$ cat config.mk
export PLATFORM = sky130hd
export DESIGN_NAME = mc_ctrl_fsm_flat
export DESIGN_NICKNAME = d
export VERILOG_FILES = /design/src/rtl/mc_ctrl_pkg.sv /design/src/rtl/mc_ctrl_fsm_if.sv /design/src/rtl/mc_ctrl_fsm_alu_decoder.sv /design/src/rtl/mc_ctrl_fsm.sv /design/src/flat_wrapper.sv
export SDC_FILE = /design/constraint.sdc
export NUM_CORES = 1
export LEC_CHECK = 0
export CORE_MARGIN = 1.5
export CORE_UTILIZATION = 29
export CTS_CLUSTER_SIZE = 16
export DETAILED_ROUTE_END_ITERATION = 7
export PLACE_DENSITY = 0.85
export SYNTH_ARGS = -nofsm -noshare
export SYNTH_HDL_FRONTEND = slang
export SYNTH_SLANG_ARGS = --single-unit
$ cat constraint.sdc
create_clock -name clk -period 1.7 [get_ports clk]
set_input_delay 0.425 -clock clk [delete_from_list [all_inputs] [get_ports clk]]
set_output_delay 0.425 -clock clk [all_outputs]
set_load 0.1 [all_outputs]
$ cat src/rtl/mc_ctrl_pkg.sv
// Shared types and encodings for the multi-cycle RV32I main controller.
package mc_ctrl_pkg;

  typedef enum logic [3:0] {
    FETCH, DECODE, EXECR, EXECI, ALUWB, MEMADR,
    MEMRD, MEMWB, MEMWR, BRANCH, JAL, TRAP
  } state_t;

  // RV32I major opcodes the controller understands
  localparam logic [6:0] OP_RTYPE  = 7'b0110011;
  localparam logic [6:0] OP_ITYPE  = 7'b0010011;
  localparam logic [6:0] OP_LOAD   = 7'b0000011;
  localparam logic [6:0] OP_STORE  = 7'b0100011;
  localparam logic [6:0] OP_BRANCH = 7'b1100011;
  localparam logic [6:0] OP_JAL    = 7'b1101111;

  // ALU operation encoding
  localparam logic [2:0] ALU_ADD = 3'b000;
  localparam logic [2:0] ALU_SUB = 3'b001;
  localparam logic [2:0] ALU_AND = 3'b010;
  localparam logic [2:0] ALU_OR  = 3'b011;
  localparam logic [2:0] ALU_SLT = 3'b101;

  // Writeback result mux encoding
  localparam logic [1:0] RES_ALU = 2'd0;
  localparam logic [1:0] RES_MEM = 2'd1;
  localparam logic [1:0] RES_PC4 = 2'd2;

endpackage

$ cat src/rtl/mc_ctrl_fsm_if.sv
// Controller <-> datapath/memory bundle. master = controller, slave = datapath side.
interface mc_ctrl_fsm_if #(
  parameter int CONTROL_WIDTH = 3,
  parameter int DATA_WIDTH    = 32
);
  logic [DATA_WIDTH-1:0]    Instr_i;
  logic                     Zero_i;
  logic                     MemReady_i;
  logic                     MemReq_o;
  logic                     MemWE_o;
  logic                     AdrSrc_o;
  logic                     IRWrite_o;
  logic                     PCWrite_o;
  logic                     ALUsrc_o;
  logic [CONTROL_WIDTH-1:0] ALUctrl_o;
  logic                     RegWrite_o;
  logic [1:0]               ResultSrc_o;
  logic                     Illegal_o;

  modport master (
    input  Instr_i, Zero_i, MemReady_i,
    output MemReq_o, MemWE_o, AdrSrc_o, IRWrite_o, PCWrite_o,
           ALUsrc_o, ALUctrl_o, RegWrite_o, ResultSrc_o, Illegal_o
  );

  modport slave (
    output Instr_i, Zero_i, MemReady_i,
    input  MemReq_o, MemWE_o, AdrSrc_o, IRWrite_o, PCWrite_o,
           ALUsrc_o, ALUctrl_o, RegWrite_o, ResultSrc_o, Illegal_o
  );
endinterface

$ cat src/rtl/mc_ctrl_fsm_alu_decoder.sv
// Combinational funct3/funct7 -> ALU operation decode; flags unsupported funct3.
module alu_decoder
  import mc_ctrl_pkg::*;
(
  input  logic [2:0] funct3_i,
  input  logic       funct7b5_i,
  input  logic       is_rtype_i,
  output logic [2:0] alu_ctrl_o,
  output logic       illegal_o
);

  // funct7[5] only selects SUB for register-register ops; on I-type it is an immediate bit
  always_comb begin
    alu_ctrl_o = ALU_ADD;
    illegal_o  = 1'b0;
    case (funct3_i)
      3'b000:  alu_ctrl_o = (is_rtype_i && funct7b5_i) ? ALU_SUB : ALU_ADD;
      3'b111:  alu_ctrl_o = ALU_AND;
      3'b110:  alu_ctrl_o = ALU_OR;
      3'b010:  alu_ctrl_o = ALU_SLT;
      default: illegal_o  = 1'b1;
    endcase
  end

endmodule

$ cat src/rtl/mc_ctrl_fsm.sv
// Multi-cycle RV32I main controller: one state per cycle, unified memory via req/ready.
module mc_ctrl_fsm
  import mc_ctrl_pkg::*;
#(
  parameter int CONTROL_WIDTH = 3,
  parameter int DATA_WIDTH    = 32
) (
  input logic           clk,
  input logic           rst,
  mc_ctrl_fsm_if.master bus
);

  state_t     state_q, state_d;
  logic [6:0] opcode;
  logic [2:0] funct3;
  logic [2:0] dec_ctrl;
  logic       dec_illegal;

  logic       mem_req, mem_we, adr_src, ir_write, pc_write;
  logic       alu_src, reg_write, illegal;
  logic [2:0] alu_ctrl;
  logic [1:0] result_src;

  assign opcode = bus.Instr_i[6:0];
  assign funct3 = bus.Instr_i[14:12];

  // Instruction bits the controller never looks at (register indices, immediates)
  logic unused_instr_bits;
  assign unused_instr_bits = ^{bus.Instr_i[DATA_WIDTH-1:31], bus.Instr_i[29:15], bus.Instr_i[11:7]};

  alu_decoder u_alu_dec (
    .funct3_i   (funct3),
    .funct7b5_i (bus.Instr_i[30]),
    .is_rtype_i (opcode == OP_RTYPE),
    .alu_ctrl_o (dec_ctrl),
    .illegal_o  (dec_illegal)
  );

  // State register; reset forces FETCH asynchronously, discarding any in-flight access
  always_ff @(posedge clk or posedge rst) begin
    if (rst) state_q <= FETCH;
    else     state_q <= state_d;
  end

  // Next-state and per-state output decode
  always_comb begin
    state_d    = state_q;
    mem_req    = 1'b0;
    mem_we     = 1'b0;
    adr_src    = 1'b0;
    ir_write   = 1'b0;
    pc_write   = 1'b0;
    alu_src    = 1'b0;
    alu_ctrl   = ALU_ADD;
    reg_write  = 1'b0;
    result_src = RES_ALU;
    illegal    = 1'b0;
    case (state_q)
      FETCH: begin
        // While rst is held the state already sits in FETCH; masking here keeps the
        // request and any IR/PC update off until reset is released.
        if (!rst) begin
          mem_req = 1'b1;
          if (bus.MemReady_i) begin
            ir_write = 1'b1;
            pc_write = 1'b1;
            state_d  = DECODE;
          end
        end
      end
      DECODE: begin
        case (opcode)
          OP_RTYPE:          state_d = EXECR;
          OP_ITYPE:          state_d = EXECI;
          OP_LOAD, OP_STORE: state_d = MEMADR;
          OP_BRANCH:         state_d = BRANCH;
          OP_JAL:            state_d = JAL;
          default:           state_d = TRAP;
        endcase
      end
      EXECR: begin
        alu_ctrl = dec_ctrl;
        state_d  = dec_illegal ? TRAP : ALUWB;
      end
      EXECI: begin
        alu_src  = 1'b1;
        alu_ctrl = dec_ctrl;
        state_d  = dec_illegal ? TRAP : ALUWB;
      end
      ALUWB: begin
        reg_write = 1'b1;
        state_d   = FETCH;
      end
      MEMADR: begin
        alu_src = 1'b1;
        state_d = (opcode == OP_LOAD) ? MEMRD : MEMWR;
      end
      MEMRD: begin
        mem_req = 1'b1;
        adr_src = 1'b1;
        if (bus.MemReady_i) state_d = MEMWB;
      end
      MEMWB: begin
        reg_write  = 1'b1;
        result_src = RES_MEM;
        state_d    = FETCH;
      end
      MEMWR: begin
        mem_req = 1'b1;
        mem_we  = 1'b1;
        adr_src = 1'b1;
        if (bus.MemReady_i) state_d = FETCH;
      end
      BRANCH: begin
        alu_ctrl = ALU_SUB;
        // beq/bne only: funct3[0] inverts the sense of the zero flag
        if (funct3[2:1] == 2'b00) begin
          pc_write = bus.Zero_i ^ funct3[0];
          state_d  = FETCH;
        end else begin
          state_d = TRAP;
        end
      end
      JAL: begin
        reg_write  = 1'b1;
        result_src = RES_PC4;
        pc_write   = 1'b1;
        state_d    = FETCH;
      end
      TRAP: begin
        // Only reset leaves TRAP, which makes the flag sticky
        illegal = 1'b1;
      end
      default: state_d = FETCH;
    endcase
  end

  assign bus.MemReq_o    = mem_req;
  assign bus.MemWE_o     = mem_we;
  assign bus.AdrSrc_o    = adr_src;
  assign bus.IRWrite_o   = ir_write;
  assign bus.PCWrite_o   = pc_write;
  assign bus.ALUsrc_o    = alu_src;
  assign bus.ALUctrl_o   = CONTROL_WIDTH'(alu_ctrl);
  assign bus.RegWrite_o  = reg_write;
  assign bus.ResultSrc_o = result_src;
  assign bus.Illegal_o   = illegal;

endmodule

$ cat src/flat_wrapper.sv
// flat-port wrapper written by rule: the top's interface ports become plain ports
module mc_ctrl_fsm_flat import mc_ctrl_pkg::*;
#(
  parameter int CONTROL_WIDTH = 3,
  parameter int DATA_WIDTH    = 32
)
  (clk, rst, bus_Instr_i, bus_Zero_i, bus_MemReady_i, bus_MemReq_o, bus_MemWE_o, bus_AdrSrc_o, bus_IRWrite_o, bus_PCWrite_o, bus_ALUsrc_o, bus_ALUctrl_o, bus_RegWrite_o, bus_ResultSrc_o, bus_Illegal_o);
  mc_ctrl_fsm_if #(.CONTROL_WIDTH(CONTROL_WIDTH), .DATA_WIDTH(DATA_WIDTH)) bus_i ();
  input logic clk;
  input logic rst;
  input wire logic [$bits(bus_i.Instr_i)-1:0] bus_Instr_i;
  input wire logic [$bits(bus_i.Zero_i)-1:0] bus_Zero_i;
  input wire logic [$bits(bus_i.MemReady_i)-1:0] bus_MemReady_i;
  output wire logic [$bits(bus_i.MemReq_o)-1:0] bus_MemReq_o;
  output wire logic [$bits(bus_i.MemWE_o)-1:0] bus_MemWE_o;
  output wire logic [$bits(bus_i.AdrSrc_o)-1:0] bus_AdrSrc_o;
  output wire logic [$bits(bus_i.IRWrite_o)-1:0] bus_IRWrite_o;
  output wire logic [$bits(bus_i.PCWrite_o)-1:0] bus_PCWrite_o;
  output wire logic [$bits(bus_i.ALUsrc_o)-1:0] bus_ALUsrc_o;
  output wire logic [$bits(bus_i.ALUctrl_o)-1:0] bus_ALUctrl_o;
  output wire logic [$bits(bus_i.RegWrite_o)-1:0] bus_RegWrite_o;
  output wire logic [$bits(bus_i.ResultSrc_o)-1:0] bus_ResultSrc_o;
  output wire logic [$bits(bus_i.Illegal_o)-1:0] bus_Illegal_o;
  assign bus_i.Instr_i = bus_Instr_i;
  assign bus_i.Zero_i = bus_Zero_i;
  assign bus_i.MemReady_i = bus_MemReady_i;
  assign bus_MemReq_o = bus_i.MemReq_o;
  assign bus_MemWE_o = bus_i.MemWE_o;
  assign bus_AdrSrc_o = bus_i.AdrSrc_o;
  assign bus_IRWrite_o = bus_i.IRWrite_o;
  assign bus_PCWrite_o = bus_i.PCWrite_o;
  assign bus_ALUsrc_o = bus_i.ALUsrc_o;
  assign bus_ALUctrl_o = bus_i.ALUctrl_o;
  assign bus_RegWrite_o = bus_i.RegWrite_o;
  assign bus_ResultSrc_o = bus_i.ResultSrc_o;
  assign bus_Illegal_o = bus_i.Illegal_o;
  mc_ctrl_fsm #(.CONTROL_WIDTH(CONTROL_WIDTH), .DATA_WIDTH(DATA_WIDTH)) u_core (.clk(clk), .rst(rst), .bus(bus_i));
endmodule
# Yosys cells after proc, flatten, opt, wreduce, memory -nomap -nowiden
# Index checks and enable logic that the tools add are counted.
# totals
reg_bits,4
inputBits,36
out_inout_bits,13
wordCells,63
# op_classes
eq_ne,24
muxes,25
n_bitwise,2
n_reduce_logical,11
# ops
cell,n
$pmux 4 s8,1
$mux 4,7
$pmux 4 s5,1
$eq 4x3->1 const B,4
$eq 4x4->1 const B,4
$eq 7x6->1 const B,2
$eq 7x7->1 const B,2
$pmux 3 s4,1
$mux 1,11
$eq 4x2->1 const B,2
$ne 2x2->1 const B,4
$reduce_or 2->1,4
$eq 7x2->1 const B,1
$eq 7x5->1 const B,1
$eq 3x3->1 const B,2
$pmux 3 s2,1
$reduce_and 5->1,1
$eq 4x1->1 const B,1
$logic_not 4->1,1
$pmux 2 s2,1
$reduce_or 4->1,1
$eq 3x2->1 const B,1
$logic_not 3->1,1
$pmux 1 s3,1
other kinds (6),6

# Depth between registers and ports, before layout
# Gate-level depths: netlist (run 1).
# logic_depth
depth_word,5
depth_mapped,8
mapped_depth_nobuf,7

# Modules after synthesis
# From an unflattened synthesis (run 1), not the netlist that was laid out.
# unflattened
cells_unflattened,86
area_unflattened_um2,614.3
# modules_own_cells
mod,instances,cells_per_inst,area_each_um2,seq_area_each_um2
mc_ctrl_fsm,1,80,579.3,100.1
alu_decoder,1,6,35.0,0.0

# Worst setup path before layout (run 1)
# Ideal clock, no wire load.
# synth_path
path_type,register to output
from,register u_core.state_q[3]
to,output bus_IRWrite_o
t_arrival_ns,3.842
required_ns,1.275
setup_slack_ns,-2.567
path_stages_with_launch,4
n_path_buf,2
path_cell_list,dfrtp_1 -> buf_2 -> buf_2 -> nor4b_1
# synth_between
elab_chain_cells,2
# synth_lines
element,line,source
start: declaration,mc_ctrl_fsm.sv:13,"state_t state_q, state_d;"
start signal: assignment,mc_ctrl_fsm.sv:42,else state_q <= state_d;
$logic_not 4->1,mc_ctrl_fsm.sv:58,case (state_q)
$mux 1,mc_ctrl_fsm.sv:58,
end: declaration,flat_wrapper.sv:17,output wire logic [$bits(bus_i.IRWrite_o)-1:0] bus_IRWrite_o;
# Every way passes these cells.

# Worst setup path in the final report (run 1)
# layout_path
from,register u_core.state_q[2]
to,output bus_PCWrite_o
# layout_between
elab_chain_cells,2
elab_cells_between_ends,4
cone_classes,2 x eq/ne; 1 x mux; 1 x reduce/logical
# layout_lines
element,line,source
$eq 4x4->1 / $logic_not 4->1 (equally long branches),mc_ctrl_fsm.sv:58,
$pmux 1 s3 (*),mc_ctrl_fsm.sv:58,
end: declaration,flat_wrapper.sv:18,output wire logic [$bits(bus_i.PCWrite_o)-1:0] bus_PCWrite_o;
# Mark *: on every way between the ends. The rest lies on a longest branch, timed or not.

==> impl_metrics.env, run 1 <==
export IMPL_core_um2=1980
export IMPL_viasPerCell=5.63
export IMPL_initial_utilization_pct=31.1
export IMPL_tightest_slew_ps=387
export IMPL_fin_cells=184
export IMPL_syn_nets=119
export IMPL_hp_class="primary input to async pin"
export IMPL_nNetsFinal=195
export IMPL_die_h_um=49.1
export IMPL_slew_limit_headroom_pct=73.9
export IMPL_grt_pass1_wl_um=4800
export IMPL_finalWorstSetupSlack_ps=-421
export IMPL_status="finished with violations"
export IMPL_syn_mean_instance_area_um2=7.43
export IMPL_io_buffer_count=27
export IMPL_drv_cap=0
export IMPL_fin_skew_ps=4.72
export IMPL_drive_gt1_share_pct=70.7
export IMPL_stdcell_area_um2=1730
export IMPL_violations="setup timing"
export IMPL_synth_simple_area_share_pct=41.6
export IMPL_final_hold_viol_count=0
export IMPL_synth_compound_area_share_pct=29.8
export IMPL_dr_total_vias=1036
export IMPL_max_freq_mhz=471
export IMPL_synthXorXnorAreaFrac_pct=4.26
export IMPL_antenna_found_initial=0
export IMPL_cts_tree="yes"
export IMPL_drv_slew=0
export IMPL_firstDrtPassIters=4
export IMPL_setup_viol=16
export IMPL_clk_path_buf_depth=2
export IMPL_endpoint_kind="output port"
export IMPL_ios=49
export IMPL_clk_pin_slew_ps=40
export IMPL_diodes=0
export IMPL_p_leak_nw=0.757
export IMPL_largest_reg_flops=4
export IMPL_final_min_clock_period_ps=2120
export IMPL_clk_latency_ps=230
export IMPL_syn_area_um2=617
export IMPL_synth_top_family_by_area="simple AND/OR/NAND/NOR gates"
export IMPL_place_congestion=0.858
export IMPL_drc_errors=0
export IMPL_area_delta_synth_final_pct=181
export IMPL_track_usage_pct=26.1
export IMPL_syn_inst=83
export IMPL_dp_cells=161
export IMPL_grt_ovfl_total=0
export IMPL_grt_max_degree=17
export IMPL_mostFrequentLayoutCell="buf_4"
export IMPL_numCtsBuffers=3
export IMPL_regMostFlops="u_core.state_q"
export IMPL_postCtsHoldBufs=0
export IMPL_finalCritPeriodShare_pct=125
export IMPL_rsz0062_at_grt="yes"
export IMPL_muxShareOfSynthArea_pct=0
export IMPL_die_w_um=49.1
export IMPL_drt_initial_drc_count=53
export IMPL_cp_data_arrival_time_ps=1700
export IMPL_synth_warnings=0
export IMPL_critPathMaxFanout=2
export IMPL_drt_wl_total_um=3680
export IMPL_synth_fa_ha_area_share_pct=0
export IMPL_dp_hpwl_um=1940
export IMPL_clockRootBuffer="clkbuf_4"
export IMPL_cellPowerDensity_nw_per_um2=2010
export IMPL_crit_path_start_kind="flip-flop"
export IMPL_fin_tns_setup_ps=-3550
export IMPL_layout_common_cells="buf_4, buf_12, buf_6, dlygate4sd2_1, nand2_1"
export IMPL_crit_type="flip-flop to output port"
export IMPL_first_global_vias=1025
export IMPL_cts_max_level=1
export IMPL_pre_cts_ws_ps=-749
export IMPL_ant_nets=0
export IMPL_rows=16
export IMPL_clock_sinks=4
export IMPL_ir_drop_mv=1.96
export IMPL_cp_data_required_time_ps=1270
export IMPL_seq_area_frac_synth_pct=16.2
export IMPL_reg_largest_list="u_core.state_q: 4 flops"
export IMPL_wl_per_cell_um=20.0
export IMPL_worst_hold_slack_ps=200
export IMPL_placed_area_um2=1410
export IMPL_synth_area_leaders="dfrtp_1, nand2_1, nor2b_1"
export IMPL_synth_top_cell_by_area="dfrtp_1"
export IMPL_die_area_um2=2410
export IMPL_yosysTopAreaCellShare_pct=16.2
export IMPL_synth_seq_cells=4
export IMPL_synthDistinctLibCells=39
export IMPL_fillers=90
[per-stage QoR]
step / util [%] / power (W)
2_1_floorplan: - / 0.00185
3_3_place_gp: 71.0 / 0.00253
3_5_place_dp: 71.0 / 0.00258
4_1_cts: 76.9 / 0.00291
5_1_grt: 87.5 / 0.00360
6_report: 87.5 / 0.00349
[Yosys cell counts (all sizes together)]
cell type  count
a31oi          1
and3           1
o2111ai        1
dfrtp          4
or4            1
nor4           1
nand2         10
inv            3
o311ai         2
a21o           2
nand3          5
nor4b          2
nor3b          2
a21oi          6
o211a          1
nor3           3
nand2b         3
o21ai          2
buf            6
and2           1
nor2b          6
xor2           1
o21a           1
nand4          1
nor2           7
xnor2          2
a2bb2oi        1
o31ai          3
a41o           2
a32o           1
nand3b         1
[what timing repair did]
action / CTS / global route
endpoints found under the setup margin: 15 / 17
buffers inserted: 7 / 13
cloned: 0 / 1
resized for setup: 42 / 20
pin swaps: 14 / 11
[where the power goes]
group          leakage [nW]  internal [W]  switching, W
registers            0.0492      0.000144     0.0000545
clock network        0.0138     0.0000789     0.0000381
logic                 0.694       0.00143       0.00175
[logic make-up after synthesis]
group | count (synthesis)
and+or+nand+nor | 44
AOI/OAI and AO/OA | 23
buffers and inverters | 9
DFF | 4
xor gates and xnor gates | 3
[per-layer routing]
layer / part of all wire [%] / global-route usage (%) / vias up
li1: - / - / 457
met1: 37 / 28.7 / 483
met2: 50 / 46.8 / 72
met3: 7.4 / 4.60 / 24
met4: 5.1 / 14.3 / 0
met5: 0 / 0 / -
[cell type report]
class                           count  area [um^2]  area share, %
Timing Repair Buffer               77          838           48.3
Tap cell                           27         33.8           1.95
Inverter                            3         18.8           1.08
Clock buffer                        3         22.5           1.30
Sequential cell                     4          101           5.84
Multi-Input combinational cell     70          719           41.5
[worst max-delay path: stages (launching register included)]
cell and delay (ps):
dfrtp_1 410, nor2_4 130, nand3_2 110, or4_4 510
o31ai_4 90, buf_12 210
[final timing paths]
path,end,depth (start not counted),start,slack [ps]
setup / recovery,bus_PCWrite_o,5,u_core.state_q[2]$_DFFE_PP0P_,-420
hold / removal,u_core.state_q[0]$_DFFE_PP0P_,3,rst,200
setup reg to reg,u_core.state_q[1]$_DFFE_PP0P_,10,u_core.state_q[1]$_DFFE_PP0P_,-40
hold reg to reg,u_core.state_q[1]$_DFFE_PP0P_,2,u_core.state_q[1]$_DFFE_PP0P_,710
max in group asynchronous,u_core.state_q[3]$_DFFE_PP0P_,3,rst,1370
min in group clk,u_core.state_q[1]$_DFFE_PP0P_,2,u_core.state_q[1]$_DFFE_PP0P_,710
(Power assumes the default switching activity.)
==> run 2, diff against run 1 <==
Settings changed: SLEW_MARGIN set to 40.
==> results of run 2 <==
The final DEF is identical to that of run 1; final timing and power are the same.
